===== src/rtl/display_pkg.sv =====
`default_nettype none
// ============================================================================
// Module   : display_pkg
// Purpose  : Shared state encoding and default timing for the display scanner.
// Revision : 1.0  initial release
// ============================================================================
package display_pkg;

  typedef enum logic [2:0] {
    IDLE   = 3'd0,
    BLANK1 = 3'd1,
    SHOW1  = 3'd2,
    BLANK2 = 3'd3,
    SHOW2  = 3'd4
  } scan_state_t;

  // 40000 cycles at 48 MHz gives a ~600 Hz frame with a 1% blanking gap.
  localparam int unsigned c_dwell_default = 40000;
  localparam int unsigned c_blank_default = 480;

  function automatic int unsigned max_u(input int unsigned a, input int unsigned b);
    return (a > b) ? a : b;
  endfunction

endpackage
`default_nettype wire


===== src/rtl/scan_timer.sv =====
`default_nettype none
// ============================================================================
// Module   : scan_timer
// Purpose  : Per-state cycle counter with clear and terminal-count flag.
// Revision : 1.0  initial release
// ============================================================================
module scan_timer #(
  parameter int unsigned WIDTH = 8
) (
  input  logic             clk,
  input  logic             reset,
  input  logic             clear,
  input  logic [WIDTH-1:0] limit,
  output logic [WIDTH-1:0] count,
  output logic             tc
);

  logic [WIDTH-1:0] r_count;

  always_ff @(posedge clk) begin
    if (reset || clear) begin
      r_count <= '0;
    end else begin
      r_count <= r_count + WIDTH'(1);
    end
  end

  // tc marks the last cycle of the current state, so the owner leaves on the next edge
  assign tc    = (r_count == (limit - WIDTH'(1)));
  assign count = r_count;

endmodule
`default_nettype wire


===== src/rtl/display_scan_controller.sv =====
`default_nettype none
// ============================================================================
// Module   : display_scan_controller
// Purpose  : Two-digit multiplexed seven-segment scanner with blanking gaps.
// Revision : 1.0  initial release
// ============================================================================
module display_scan_controller
  import display_pkg::*;
#(
  parameter int unsigned DWELL_CYCLES = c_dwell_default,
  parameter int unsigned BLANK_CYCLES = c_blank_default
) (
  input  logic       clk,
  input  logic       reset,
  input  logic       en,
  input  logic [3:0] s1,
  input  logic [3:0] s2,
  input  logic       d1_en,
  input  logic       d2_en,
  output logic [3:0] val,
  output logic       sel,
  output logic       an1,
  output logic       an2,
  output logic       frame_tick
);

  localparam int unsigned c_cnt_w = $clog2(max_u(DWELL_CYCLES, BLANK_CYCLES) + 1);
  localparam logic [c_cnt_w-1:0] c_dwell_lim = c_cnt_w'(DWELL_CYCLES);
  localparam logic [c_cnt_w-1:0] c_blank_lim = c_cnt_w'(BLANK_CYCLES);
  localparam logic [c_cnt_w-1:0] c_dwell_m2  =
    c_cnt_w'((DWELL_CYCLES >= 32'd2) ? (DWELL_CYCLES - 32'd2) : 32'd0);

  scan_state_t        r_state;
  scan_state_t        w_next;
  logic [c_cnt_w-1:0] w_limit;
  logic [c_cnt_w-1:0] w_count;
  logic               w_tc;
  logic               w_change;
  logic               w_clear;
  logic               w_ft_next;
  logic               r_d1_lat;
  logic               r_d2_lat;

  assign w_limit  = ((r_state == BLANK1) || (r_state == BLANK2)) ? c_blank_lim : c_dwell_lim;
  assign w_change = (w_next != r_state);
  assign w_clear  = w_change || (r_state == IDLE);

  scan_timer #(
    .WIDTH (c_cnt_w)
  ) u_timer (
    .clk   (clk),
    .reset (reset),
    .clear (w_clear),
    .limit (w_limit),
    .count (w_count),
    .tc    (w_tc)
  );

  always_comb begin
    w_next = r_state;
    case (r_state)
      IDLE:    if (en) w_next = BLANK1;
      BLANK1:  if (!en) w_next = IDLE; else if (w_tc) w_next = SHOW1;
      SHOW1:   if (!en) w_next = IDLE; else if (w_tc) w_next = BLANK2;
      BLANK2:  if (!en) w_next = IDLE; else if (w_tc) w_next = SHOW2;
      SHOW2:   if (!en) w_next = IDLE; else if (w_tc) w_next = BLANK1;
      default: w_next = IDLE;
    endcase
  end

  // Registered tick must be high during the final SHOW2 cycle, so predict it one edge early.
  always_comb begin
    w_ft_next = 1'b0;
    if (w_next == SHOW2) begin
      if (w_change) begin
        w_ft_next = (DWELL_CYCLES == 32'd1);
      end else begin
        w_ft_next = (DWELL_CYCLES >= 32'd2) && (w_count == c_dwell_m2);
      end
    end
  end

  always_ff @(posedge clk) begin
    if (reset) begin
      r_state    <= IDLE;
      val        <= 4'd0;
      sel        <= 1'b0;
      an1        <= 1'b1;
      an2        <= 1'b1;
      frame_tick <= 1'b0;
      r_d1_lat   <= 1'b0;
      r_d2_lat   <= 1'b0;
    end else begin
      r_state    <= w_next;
      frame_tick <= w_ft_next;
      an1        <= ~((w_next == SHOW1) && r_d1_lat);
      an2        <= ~((w_next == SHOW2) && r_d2_lat);
      if ((w_next == BLANK1) && (r_state != BLANK1)) begin
        val      <= s1;
        sel      <= 1'b0;
        r_d1_lat <= d1_en;
      end
      if ((w_next == BLANK2) && (r_state != BLANK2)) begin
        val      <= s2;
        sel      <= 1'b1;
        r_d2_lat <= d2_en;
      end
    end
  end

endmodule
`default_nettype wire


===== config.mk =====
export PLATFORM = sky130hd
export DESIGN_NAME = display_scan_controller
export DESIGN_NICKNAME = d
export VERILOG_FILES = /design/src/rtl/display_pkg.sv /design/src/rtl/scan_timer.sv /design/src/rtl/display_scan_controller.sv
export SDC_FILE = /design/constraint.sdc
export NUM_CORES = 1
export LEC_CHECK = 0
export CORE_MARGIN = 8
export CORE_UTILIZATION = 40
export CTS_CLUSTER_SIZE = 20
export DETAILED_ROUTE_END_ITERATION = 10
export DONT_BUFFER_PORTS = 1
export SLEW_MARGIN = 30
export SYNTH_ARGS = -nofsm -noshare
export SYNTH_HDL_FRONTEND = slang
export SYNTH_SLANG_ARGS = --single-unit

===== constraint.sdc =====
create_clock -name clk -period 4.7 [get_ports clk]
set_input_delay 0.94 -clock clk [delete_from_list [all_inputs] [get_ports clk]]
set_output_delay 0.94 -clock clk [all_outputs]
set_load 0.02 [all_outputs]

# == Word level (Yosys, flattened, before mapping) ==
# Cells that the tools add are included.
# op_classes
n_addsub,2
bitwise_logic,3
reduce_logical,10
n_eq_ne,13
n_mux,15
# ops
cell,count
3-bit two-way mux,9
"16-bit by 1-bit adder with 16-bit output, second input constant",1
16-bit == test,1
"16-bit == test, second input constant",1
16-bit two-way mux,1
"16-bit by 1-bit subtractor with 16-bit output, second input constant",1
3-bit case mux with 5 select lines,1
"3-bit by 2-bit == test with 1-bit output, second input constant",4
4-bit two-way mux,2
"3-bit by 1-bit == test with 1-bit output, second input constant",2
"3-bit == test, second input constant",2
1-bit logical AND,4
3-bit zero test,1
1-bit logical OR,3
"3-bit by 1-bit != test with 1-bit output, second input constant",1
"3-bit by 2-bit != test with 1-bit output, second input constant",1
3-bit != test,1
1-bit inverter,3
3-bit OR reduction,1
1-bit two-way mux,2
2-bit nonzero test,1
# word_totals
out_inout_bits,8
input_bits,13
ff_bits,29
word_cells,52

# == Longest topological paths before layout ==
# depth
word_depth,12
mapped_depth,7
depth_no_buf,5

# == Modules after synthesis ==
# Synthesis repeated with hierarchy kept, for this count alone.
# unflattened
cells_unflattened,238
hier_area_um2,1961.9
# by_module_without_submodules
module,n_inst,seq_area_each_um2,cells_each,area_per_inst_um2
scan_timer,1,320.3,156,1206.2
display_scan_controller,1,260.2,82,755.7

# == Least setup slack after synthesis ==
# OpenSTA, ideal clock, no wires.
# synth_path
path_kind,input to register
start,in en
end,reg val[0]
slack_ns,2.656
path_stages,4
arrival_time_ns,1.915
setup_time_ns,0.129
path_buffers,0
required_ns,4.571
path_cell_list,nand4b_1 > a2111oi_4 > mux2i_1 > a21oi_1
# synth_via
elab_chain_cells,5
word_cells_on_any_way,12
cone_classes,eq/ne (2); mux (7); reduce/logical (3)
# synth_rtl
element,line_no,text
"start, declared",display_scan_controller.sv:15,"input logic en,"
3-bit two-way mux (on tied branches),-,
3-bit case mux with 5 select lines *,display_scan_controller.sv:61,case (r_state)
3-bit by 2-bit == test with 1-bit output / 3-bit by 1-bit == test with 1-bit output (equally long branches),"display_scan_controller.sv:103, display_scan_controller.sv:98",
1-bit logical AND (on tied branches),"display_scan_controller.sv:103, display_scan_controller.sv:98",
4-bit two-way mux / 2-bit nonzero test (equally long branches),-,
"end signal, assigned",display_scan_controller.sv:86,val <= 4'd0;
"end signal, assigned",display_scan_controller.sv:99,val <= s1;
"end signal, assigned",display_scan_controller.sv:104,val <= s2;
"end, declared",display_scan_controller.sv:20,"output logic [3:0] val,"
# Mark *: on every way between the ends. The rest lies on a longest branch, timed or not.
# A chain may end at the register's enable or synchronous reset.

# == Worst setup path after layout ==
# layout_path
start,reg r_state[2]
end,reg an2
# layout_via
elab_chain_cells,11
word_cells_on_any_way,22
cone_classes,add/sub (1); eq/ne (6); mux (11); bitwise (1); reduce/logical (3)
# layout_rtl
element,line_no,text
"start, declared",display_scan_controller.sv:33,scan_state_t r_state;
"start signal, assigned",display_scan_controller.sv:94,r_state <= w_next;
3-bit by 1-bit == test with 1-bit output / 3-bit by 2-bit == test with 1-bit output (equally long branches),"display_scan_controller.sv:44, display_scan_controller.sv:61",
1-bit logical OR,display_scan_controller.sv:44,assign w_limit = ((r_state == BLANK1) || (r_state == BLANK2)) ? c_blank_lim : c_dwell_lim;
16-bit two-way mux,display_scan_controller.sv:44,
16-bit by 1-bit subtractor with 16-bit output,scan_timer.sv:29,assign tc = (r_count == (limit - WIDTH'(1)));
16-bit == test,scan_timer.sv:29,
3-bit two-way mux (on tied branches) (2 in a row),-,
3-bit case mux with 5 select lines *,display_scan_controller.sv:61,
3-bit == test *,display_scan_controller.sv:97,an2 <= ~((w_next == SHOW2) && r_d2_lat);
1-bit logical AND *,display_scan_controller.sv:97,
1-bit inverter *,display_scan_controller.sv:97,
"end signal, assigned",display_scan_controller.sv:97,
"end, declared",display_scan_controller.sv:23,"output logic an2,"
# Marked as above.

==> impl_metrics.csv <==
group,metric,value,unit
setup_path,crit_end,"an2",
setup_path,r2r-start,"r_state[2]",
clock_tree,cts_tree,"yes",
clock_tree,clkLatencyLatePin,0.28,ns
synth,synth_fa_ha_area_share,1.626,%
global_routing,grt.overflow.total,0,
clock_tree,clock_sinks,29,
timing,post-route-min-period,2.205,ns
die,die_area,6088,sq um
timing,skew,0.005383,ns
routing,drtPass1Iterations,4,
layout,drive_above_1_share,12.12,%
global_routing,grt.total_usage,11.02,%
setup_path,crit_family,"simple AND/OR/NAND/NOR gates",
layout,final_cell_mix,"dfxtp_1, nor2_1, nand2_1",
place,dp_hpwl,2.349,mm
synth,seq_area_frac_synth,37.72,%
setup_path,crit_type,"reg -> reg",
synth,yosysWarnings,0,
clock_tree,cts_setup_buffers,0,
routing,dr_wl_met3,168,um
place,io_buffers,0,
synth,ys_ff_latch,29,
synth,syn-instance-count,163,
setup_path,max_stage_delay,0.60,ns
clock_tree,cts-root-buf,"clkbuf_8",
die,ioPinCount,21,
power,p_leak,0.0005458,uW
die,die_w,78.03,um
routing,routed-via-count,1171,
clock_tree,cts_resized,0,
synth,synth-compound-area-share,13.01,%
die,initial_core_util,41.72,%
synth,synth_area_leader_cell,"dfxtp_1",
run,maxCapViolations,0,
routing,top_layer,"met4",
layout,antenna_cells,0,
timing,max_freq,0.4536,GHz
setup_path,startpoint_type,"register",
routing,drt_iter0_markers,92,
timing,worst_pin_slew,0.5966,ns
timing,setup_viol,0,
layout,utilization,44.44,%
routing,routed_wl,3.109,mm
power,p_per_area,289.0,nW/um^2
setup_path,path_buf_inv,0,
global_routing,grt_max_degree,15,
global_routing,grt_pass1_wl,5.299,mm
synth,yosysUniqueCellTypes,47,
routing,wl_met1,1.381,mm
routing,drc,0,
setup_path,rr_endpoint,"an2",
layout,syn2layout_area_growth,6.504,%
routing,ant_nets,0,
synth,synthMuxAreaShare,4.878,%
global_routing,grt_pass1_vias,1111,
setup_path,rrSetupSlack,2.50,ns
die,rows,22,
synth,syn_area,1539,sq um
clock_tree,cts.path.max_buffers,2,
min_path,hold_class,"reg -> reg",
clock_tree,htree_levels,2,
timing,grt_setup_unrepaired,"no",
clock_tree,cts_buffers,5,
status,status,"finished clean",
synth,synth.area.top_cells,"dfxtp_1, nor2_1, xnor2_1, xor2_1, mux2i_1",
setup_path,r2r_cells,5,
timing,final_hold_viol_count,0,
global_routing,antenna_found_initial,0,
setup_path,worstPathRequired,4.86,ns
synth,syn-num-nets,178,
routing,viasPerCell,5.498,
synth,synth_xor_area_share,8.537,%
synth,avgSynthCellArea,9.442,sq um
setup_path,arrival,2.37,ns
setup_path,end_kind,"register",
synth,synth_top_family_by_area,"simple AND/OR/NAND/NOR gates",
routing,wl_met2,1.502,mm
die,fp.dieH,78.03,um
clock_tree,clk_pin_slew_worst_paths,0.06,ns
setup_path,startpoint,"r_state[2]",
setup_path,slowest_stage,"dfxtp_1",
synth,async_flop_share,0,%
synth,synthSimpleGateAreaFrac,30.49,%
routing,routedWlPerCell,14.60,um
timing,fin_crit_sh,46.91,%
setup_path,path_depth,5,
timing,final_max_slew_viol_count,0,
setup_path,cp_max_fo,12,
timing,tns,0,ns
layout,layout_commonest_cell,"dfxtp_1",
synth,synthFlopType,"dfxtp_1",
synth,synth_edf_count,0,
place,place_congestion,0.8220,
layout,num-nets-final,180,
power,ir_drop,0.1359,mV
die,coreArea,3689,sq um
synth,synth_top_area_share,37.72,%
setup_path,crit_path_cell_trace,"nor2b_4 -> nor4_2 -> o211ai_4 -> mux2_4 -> or3b_1",
timing,slew_headroom,60.22,%
clock_tree,cts_hold_buf,0,
-- cells in the mapped netlist (all sizes together) (3+ instances only) --
library cell and number:
a21oi 4, and3 6, clkbuf 4, dfxtp 29
mux2i 6, nand2 16, nand3 8, nor2 24
nor3 5, nor4 4, o21a 3, o41ai 4
xnor2 8, xor2 7
-- logic make-up (layout without fill, tap and decap cells) --
group,count (synthesis),after routing
buffers and inverters,8,10
muxes,7,7
AOI/OAI and AO/OA,20,20
and+or+nand+nor,82,82
xor gates and xnor gates,15,15
DFF,29,29
adders and majority gates,2,2
-- through the flow --
step | power (uW) | cells | instance area (sq um) | setup WS, ns | hold slack, ns
5_1_grt | 495.1 | 213 | 1639 | 2.352 | 0.4814
3_5_place_dp | 278.7 | 206 | 1553 | 2.468 | 0.4097
2_1_floorplan | 274.5 | 163 | 1539 | 2.656 | 0.3954
4_1_cts | 481.6 | 213 | 1639 | 2.507 | 0.4240
6_report | 473.7 | 213 | 1639 | 2.495 | 0.4180
3_3_place_gp | 278.1 | 206 | 1553 | 2.519 | 0.4057
-- registers in the layout, indices dropped and copies added (netlist names) --
signal	flops
r_state	3
an2	1
sel	1
u_timer.count	16
r_d2_lat	1
val	4
an1	1
frame_tick	1
r_d1_lat	1
-- how the worst min path moves through the flow --
stage | startpoint | end | slack (ns) | cells past startpoint
4_1_cts | r_d1_lat | an1 | 0.42 | 1
5_1_grt | r_d1_lat | an1 | 0.48 | 1
3_3_place_gp | r_d1_lat | an1 | 0.41 | 1
6_report | r_d1_lat | an1 | 0.42 | 1
2_1_floorplan | r_d1_lat | an1 | 0.40 | 1
3_5_place_dp | r_d1_lat | an1 | 0.41 | 1
-- where the power goes --
group | internal, uW | leakage, uW | total [uW] | switching [uW]
Clock | 116 | 0.0000443 | 200 | 84.6
Combinational | 6.68 | 0.000266 | 17.0 | 10.3
Sequential | 250 | 0.000235 | 256 | 6.47
-- metal layers --
metal,up-vias,track usage [%]
met1,555,12.74
met3,6,4.442
met5,-,0
met4,0,5.741
met2,20,17.21
li1,590,-
-- cell type report --
type / instances / area, sq um
multi-input cells: 126 / 900.9
flip-flops and latches: 29 / 580.6
fillers: 357 / 2049
clock buffers: 7 / 86.33
inverters: 3 / 11.26
well taps: 48 / 60.06
No activity file was read; power rests on OpenSTA's default activity.
